**config.mk**
```make
export PLATFORM = sky130hd
export DESIGN_NAME = icg_multi_holdoff
export DESIGN_NICKNAME = d
export VERILOG_FILES = /design/src/rtl/icg_multi_holdoff.sv
export SDC_FILE = /design/constraint.sdc
export NUM_CORES = 1
export LEC_CHECK = 0
export CAP_MARGIN = 20
export CELL_PAD_IN_SITES_DETAIL_PLACEMENT = 1
export CELL_PAD_IN_SITES_GLOBAL_PLACEMENT = 1
export CORE_MARGIN = 8
export CORE_UTILIZATION = 44
export CTS_CLUSTER_DIAMETER = 50
export DETAILED_ROUTE_END_ITERATION = 8
export GPL_ROUTABILITY_DRIVEN = 0
export PLACE_DENSITY = 0.86
export SLEW_MARGIN = 20
export SYNTH_ARGS = -nofsm -noshare
export SYNTH_HDL_FRONTEND = slang
export SYNTH_SLANG_ARGS = --single-unit
```
**constraint.sdc**
```tcl
create_clock -name CLK -period 3.71 [get_ports CLK]
set_clock_uncertainty 0.15 [all_clocks]
set_input_delay 0.742 -clock CLK [delete_from_list [all_inputs] [get_ports CLK]]
set_output_delay 0.742 -clock CLK [all_outputs]
set_load 0.01 [all_outputs]
```
**src/rtl/icg_multi_holdoff.sv**
```systemverilog
// N-channel glitch-free clock gate. Each channel stays open for HOLD extra pulses after its
// enable drops. A shared test enable forces every gate open.
module icg_multi_holdoff #(
    parameter int N      = 4,
    parameter int HOLD_W = 4
) (
    input  logic              CLK,
    input  logic              RST,
    input  logic              TE,
    input  logic [N-1:0]      E,
    input  logic [HOLD_W-1:0] HOLD,
    output logic [N-1:0]      Q,
    output logic [N-1:0]      ACTIVE,
    output logic              BUSY
);

    typedef enum logic [1:0] {
        IDLE  = 2'd0,
        ON    = 2'd1,
        DRAIN = 2'd2
    } state_t;

    for (genvar g = 0; g < N; g++) begin : g_ch
        state_t            r_state;
        state_t            w_next;
        logic [HOLD_W-1:0] r_cnt;
        logic [HOLD_W-1:0] w_cntNext;
        logic              r_latch;

        always_ff @(posedge CLK) begin
            if (RST) begin
                r_state <= IDLE;
                r_cnt   <= '0;
            end else begin
                r_state <= w_next;
                r_cnt   <= w_cntNext;
            end
        end

        always_comb begin
            w_next    = r_state;
            w_cntNext = r_cnt;
            case (r_state)
                IDLE: begin
                    if (E[g]) w_next = ON;
                end
                ON: begin
                    if (!E[g]) begin
                        if (HOLD == '0) begin
                            w_next = IDLE;
                        end else begin
                            w_next    = DRAIN;
                            w_cntNext = HOLD;
                        end
                    end
                end
                DRAIN: begin
                    if (E[g]) begin
                        w_next = ON;
                    end else if (r_cnt == HOLD_W'(1)) begin
                        w_next = IDLE;
                    end else begin
                        w_cntNext = r_cnt - HOLD_W'(1);
                    end
                end
                default: w_next = IDLE;
            endcase
        end

        assign ACTIVE[g] = (r_state != IDLE);

        // Transparent only while CLK is low, so the AND below can never glitch.
        always_latch begin
            if (!CLK) r_latch <= ACTIVE[g] | TE;
        end

        assign Q[g] = CLK & r_latch;
    end

    assign BUSY = |ACTIVE;

endmodule

```
==> results of run 1 <==
[cells in the mapped netlist, types with 7 or more instances]
cell type	count
dfxtp_1	24
nor2_1	16
inv_1	14
a211oi_1	12
nor3b_1	12
a21oi_1	8
ha_1	8
mux2i_1	8
o21ai_1	7
[per-stage QoR]
| step | area [um^2] | TNS (ps) | hold slack (ps) |
|---|---|---|---|
| 2_1_floorplan | 1550 | 0 | 319 |
| 3_3_place_gp | 1770 | -93.4 | 333 |
| 3_5_place_dp | 1770 | -135 | 354 |
| 4_1_cts | 1830 | -623 | 383 |
| 5_1_grt | 1850 | -802 | 440 |
| 6_report | 1850 | -519 | 387 |
[power breakdown]
group          internal [uW]  switching (uW)  total [uW]
clock network            227             164         391
logic                   52.3            53.1         105
registers                303            13.6         317
[cells by family (layout without fill, tap and decap cells)]
family | count (synthesis) | in the layout | synth area share
latches | 4 | 4 | 0.0387
flip-flops | 24 | 24 | 0.309
AO/OA/AOI/OAI | 44 | 44 | 0.226
AND/OR/NAND/NOR | 62 | 62 | 0.250
multiplexers | 8 | 8 | 0.0516
buffers and inverters | 21 | 43 | 0.0604
adder cells (fa/ha/maj) | 8 | 8 | 0.0645
[registers in the layout, summed over array words and instances (netlist names)]
register,cells
g_ch.r_cnt,16
g_ch.r_state,8
g_ch.r_latch,4
[final cells by class]
class / instances / area, um^2 / area share
Multi-Input combinational cell: 122 / 923 / 0.498
Sequential cell: 28 / 543 / 0.293
Timing Repair Buffer: 16 / 158 / 0.0851
Clock buffer: 12 / 88.8 / 0.0479
Tap cell: 46 / 57.6 / 0.0311
Inverter: 14 / 52.6 / 0.0284
Clock inverter: 1 / 30.0 / 0.0162
[metal layers]
metal | part of all wire | vias to the layer above
met4 | 0.028 | 0
met1 | 0.42 | 651
met2 | 0.49 | 33
met3 | 0.065 | 12
li1 | - | 652
met5 | 0 | -
[critical path: cells and delay by family, from the launching register on]
kind | cells | cell delay [ps]
buf+inv | 1 | 90
latches | 1 | 420
simple gates | 1 | 130
[timing repair]
item / CTS / global route
gates cloned: 0 / 0
buffers inserted: 0 / 0
pin swaps: 3 / 0
setup endpoints to repair: 8 / 8
gates resized for setup: 16 / 6
endpoints found under the hold margin: 0 / 0
[worst paths after layout]
kind,startpoint,end,cells after the start
hold / removal,g_ch[0].r_cnt[3],g_ch[0].r_cnt[3],2
hold reg to reg,g_ch[0].r_cnt[3],g_ch[0].r_cnt[3],2
setup / recovery,g_ch[1].r_latch,Q[1],2
setup reg to reg,g_ch[1].r_state[1],g_ch[1].r_latch,1
==> results.yml, run 1 <==
place:
  io_buffers: 19
  placed_cells: 230
  dp_hpwl_um: 2910
  preCtsSetupSlack_ps: -43.8
floorplanning:
  start_util: 0.462
  die_h_um: 75.4
  core-area_mm2: 0.00336
  rows: 21
  die_w_um: 75.4
  ioPinCount: 20
  die-area_mm2: 0.00569
global_routing:
  met2_usage: 0.261
  grt_pass1_vias: 1488
  grtUsageTotal: 0.166
  grt.busiest_layer: "met2"
  grt_max_degree: 17
  antenna_found_initial: 0
  grt_overflow: 0
  grt_pass1_wl_um: 6930
  grt_util_met1: 0.180
  grtUsageMet3: 0.0724
logic_synthesis:
  yosys.area.top_type: "dfxtp_1"
  syn_avg_cell_area_um2: 9.08
  synth_top_cells_by_area: "dfxtp_1, ha_1, a211oi_1"
  synth_seq_cells: 28
  async_flop_share: 0
  ys.flop_type: "dfxtp_1"
  yosysWarningCount: 0
  synthesis.area_mm2: 0.00155
  syn_inst: 171
  synth_top_cell_area_share: 0.309
  syn_nets: 190
  synth_edf_count: 0
  synth_cell_types: 30
sta:
  finalMaxSlewViolations: 0
  hold_viol_final: 0
  fin_ws_ps: -136
  setup_violations: 8
  rsz0062_at_grt: "true"
  worstMarginPinSlew_ps: 582
  relSlewSlack: 0.611
routing:
  drc: 0
  antenna_left: 0
  routedWlPerCell_um: 17.2
  drt_iter0_markers: 59
  drtPass1Iterations: 4
  avgViaCountPerCell: 5.64
  routed_wl_um: 4100
  via_count: 1348
clock_network:
  clock_latency_ps: 460
  cts_tree: "built"
  holdBufCountCts: 0
  clk_pin_slew_ps: 160
cells_and_area:
  nNetsFinal: 212
  final_common_cell: "dfxtp_1"
  stdcell_count: 239
  antenna_cells: 0
  final_cell_mix: "dfxtp_1, nor2_1, clkdlybuf4s50_1"
  fin_util: 0.551
  drive_above_1_share: 0.150
  fill_cells: 415
  syn2layout_area_growth_pct: 19.3
power_and_ir_drop:
  total_power_uw: 813
  power.leakage_uw: 0.000742
  peakVddDrop_mv: 0.217
  p_per_area_mw_per_mm2: 439
flow_run:
  cap_violations: 0
outcome:
  status: "finished with violations"
  violations: "setup timing"
setup_path:
  worst-endpoint-required_ps: 2820
  crit_path_end_kind: "primary output"
  r2r_slack_ps: 820
  cp_cell_sequence: "and2_4, buf_6"
  cp.arrival_ps: 2950
  path_max_fanout: 1
  slowest_delay_ps: 420
  slowest_stage: "dlxtn_2"
  worstSetupStartpointType: "latch"
  path_class: "latch2out"
min_path:
  min_path_type: "reg2reg"
(Power assumes the default switching activity.)
==> run 2, diff against run 1 <==
--- a/config.mk
+++ b/config.mk
@@ -14,6 +14,7 @@
 export DETAILED_ROUTE_END_ITERATION = 8
 export GPL_ROUTABILITY_DRIVEN = 0
 export PLACE_DENSITY = 0.86
+export SETUP_SLACK_MARGIN = 0.5
 export SLEW_MARGIN = 20
 export SYNTH_ARGS = -nofsm -noshare
 export SYNTH_HDL_FRONTEND = slang
==> results.yml, run 2 (same netlist as run 1, synthesis figures left out) <==
outcome:
  status: "finished with violations"
  violations: "setup timing"
cells_and_area:
  stdcell_count: 237
  seq_area_um2: 543
  syn2layout_area_growth_pct: 19.7
  largest_reg_flops: 16
  antenna_cells: 0
  fill_cells: 412
  nNetsFinal: 211
  top_regs: "g_ch.r_cnt x16, g_ch.r_state x8, g_ch.r_latch x4"
  top_register: "g_ch.r_cnt"
  final_cell_mix: "dfxtp_1, nor2_1, clkdlybuf4s50_1"
  final_common_cell: "dfxtp_1"
  multi_input_area_um2: 928
  drive_above_1_share: 0.157
power_and_ir_drop:
  p_per_area_mw_per_mm2: 455
  total_power_uw: 847
  peakVddDrop_mv: 0.228
  power.leakage_uw: 0.000743
floorplanning:
  die-area_mm2: 0.00569
  die_h_um: 75.4
  rows: 21
  ioPinCount: 20
  die_w_um: 75.4
  core-area_mm2: 0.00336
  start_util: 0.462
flow_run:
  cap_violations: 0
setup_path:
  path_class: "latch2out"
  crit_path_end_kind: "primary output"
  worst-endpoint-required_ps: 2820
  path_max_fanout: 1
  cp.arrival_ps: 2960
  worstSetupStartpointType: "latch"
routing:
  antenna_left: 0
  drtPass1Iterations: 4
  drc: 0
  routed_wl_um: 4320
  avgViaCountPerCell: 5.74
  via_count: 1361
  routedWlPerCell_um: 18.2
  drt_iter0_markers: 76
sta:
  hold-worst-slack_ps: 381
  setup_violations: 8
  rsz0062_at_grt: "true"
  relSlewSlack: 0.283
  hold_viol_final: 0
  worstMarginPinSlew_ps: 1070
  fin_ws_ps: -146
  finalMaxSlewViolations: 0
place:
  preCtsSetupSlack_ps: -64.2
  dp_hpwl_um: 3060
  io_buffers: 19
  placed_cells: 229
global_routing:
  grt_util_met1: 0.181
  grt.busiest_layer: "met2"
  met2_usage: 0.280
  grt_overflow: 0
  grt_pass1_wl_um: 7250
  grt_max_degree: 29
  grt_pass1_vias: 1548
  grtUsageTotal: 0.173
  antenna_found_initial: 0
  grtUsageMet3: 0.0645
clock_network:
  clock_latency_ps: 450
  holdBufCountCts: 0
  clk_pin_slew_ps: 160
  postCtsSetupBuffers: 0
  cts_tree: "built"
min_path:
  min_path_type: "reg2reg"
-- run 2: changes by cell type in the layout (fill, tap and decap cells not counted), sizes merged --
cell    previous run  this run
buf                5         4
clkbuf             8         7
-- run 2: cell type report --
type	count	area share
Sequential cell	28	0.292
Clock buffer	11	0.0525
Multi-Input combinational cell	122	0.499
Inverter	14	0.0283
Tap cell	46	0.0310
Clock inverter	1	0.0162
Timing Repair Buffer	15	0.0808
-- run 2: critical path, stage by stage, from the launching register on --
cell     delay, ps
dlxtn_2        430
and2_4         130
buf_6           90
-- run 2: final timing paths --
kind	startpoint	to	slack, ps	cells after the start
setup reg to reg	g_ch[1].r_state[1]	g_ch[1].r_latch	820	1
hold / removal	g_ch[0].r_cnt[3]	g_ch[0].r_cnt[3]	380	2
setup / recovery	g_ch[1].r_latch	Q[1]	-150	2
hold reg to reg	g_ch[0].r_cnt[3]	g_ch[0].r_cnt[3]	380	2
-- run 2: where the power goes --
group	total (uW)	leakage [uW]	internal, uW	switching [uW]
clock	424	0.0000891	252	172
sequential	317	0.000229	303	14.0
combinational	106	0.000425	51.7	54.0
-- run 2: what timing repair did --
item                                    4_1_cts  5_1_grt
endpoints found under the hold margin         0        0
endpoints found under the setup margin        8        8
resized for setup                            21        1
pin swaps                                     0        0
-- run 2: layer usage --
layer,share of wire,up-vias
met1,0.44,661
li1,-,653
met2,0.48,33
met5,0,-
met4,0.032,0
met3,0.053,14
-- run 2: metrics by stage --
stage | TNS [ps] | area, um^2 | util
after floorplan | 0 | 1560 | -
after global placement | -141 | 1770 | 0.526
after detailed placement | -189 | 1770 | 0.526
after CTS | -541 | 1860 | 0.552
after global routing | -725 | 1860 | 0.553
final | -535 | 1860 | 0.553
==> run 3, diff against run 2 <==
--- a/config.mk
+++ b/config.mk
@@ -11,6 +11,7 @@
 export CORE_MARGIN = 8
 export CORE_UTILIZATION = 44
 export CTS_CLUSTER_DIAMETER = 50
+export CTS_CLUSTER_SIZE = 12
 export DETAILED_ROUTE_END_ITERATION = 8
 export GPL_ROUTABILITY_DRIVEN = 0
 export PLACE_DENSITY = 0.86
==> results of run 3 <==
Final layout, timing and power as in run 2 (identical DEF).
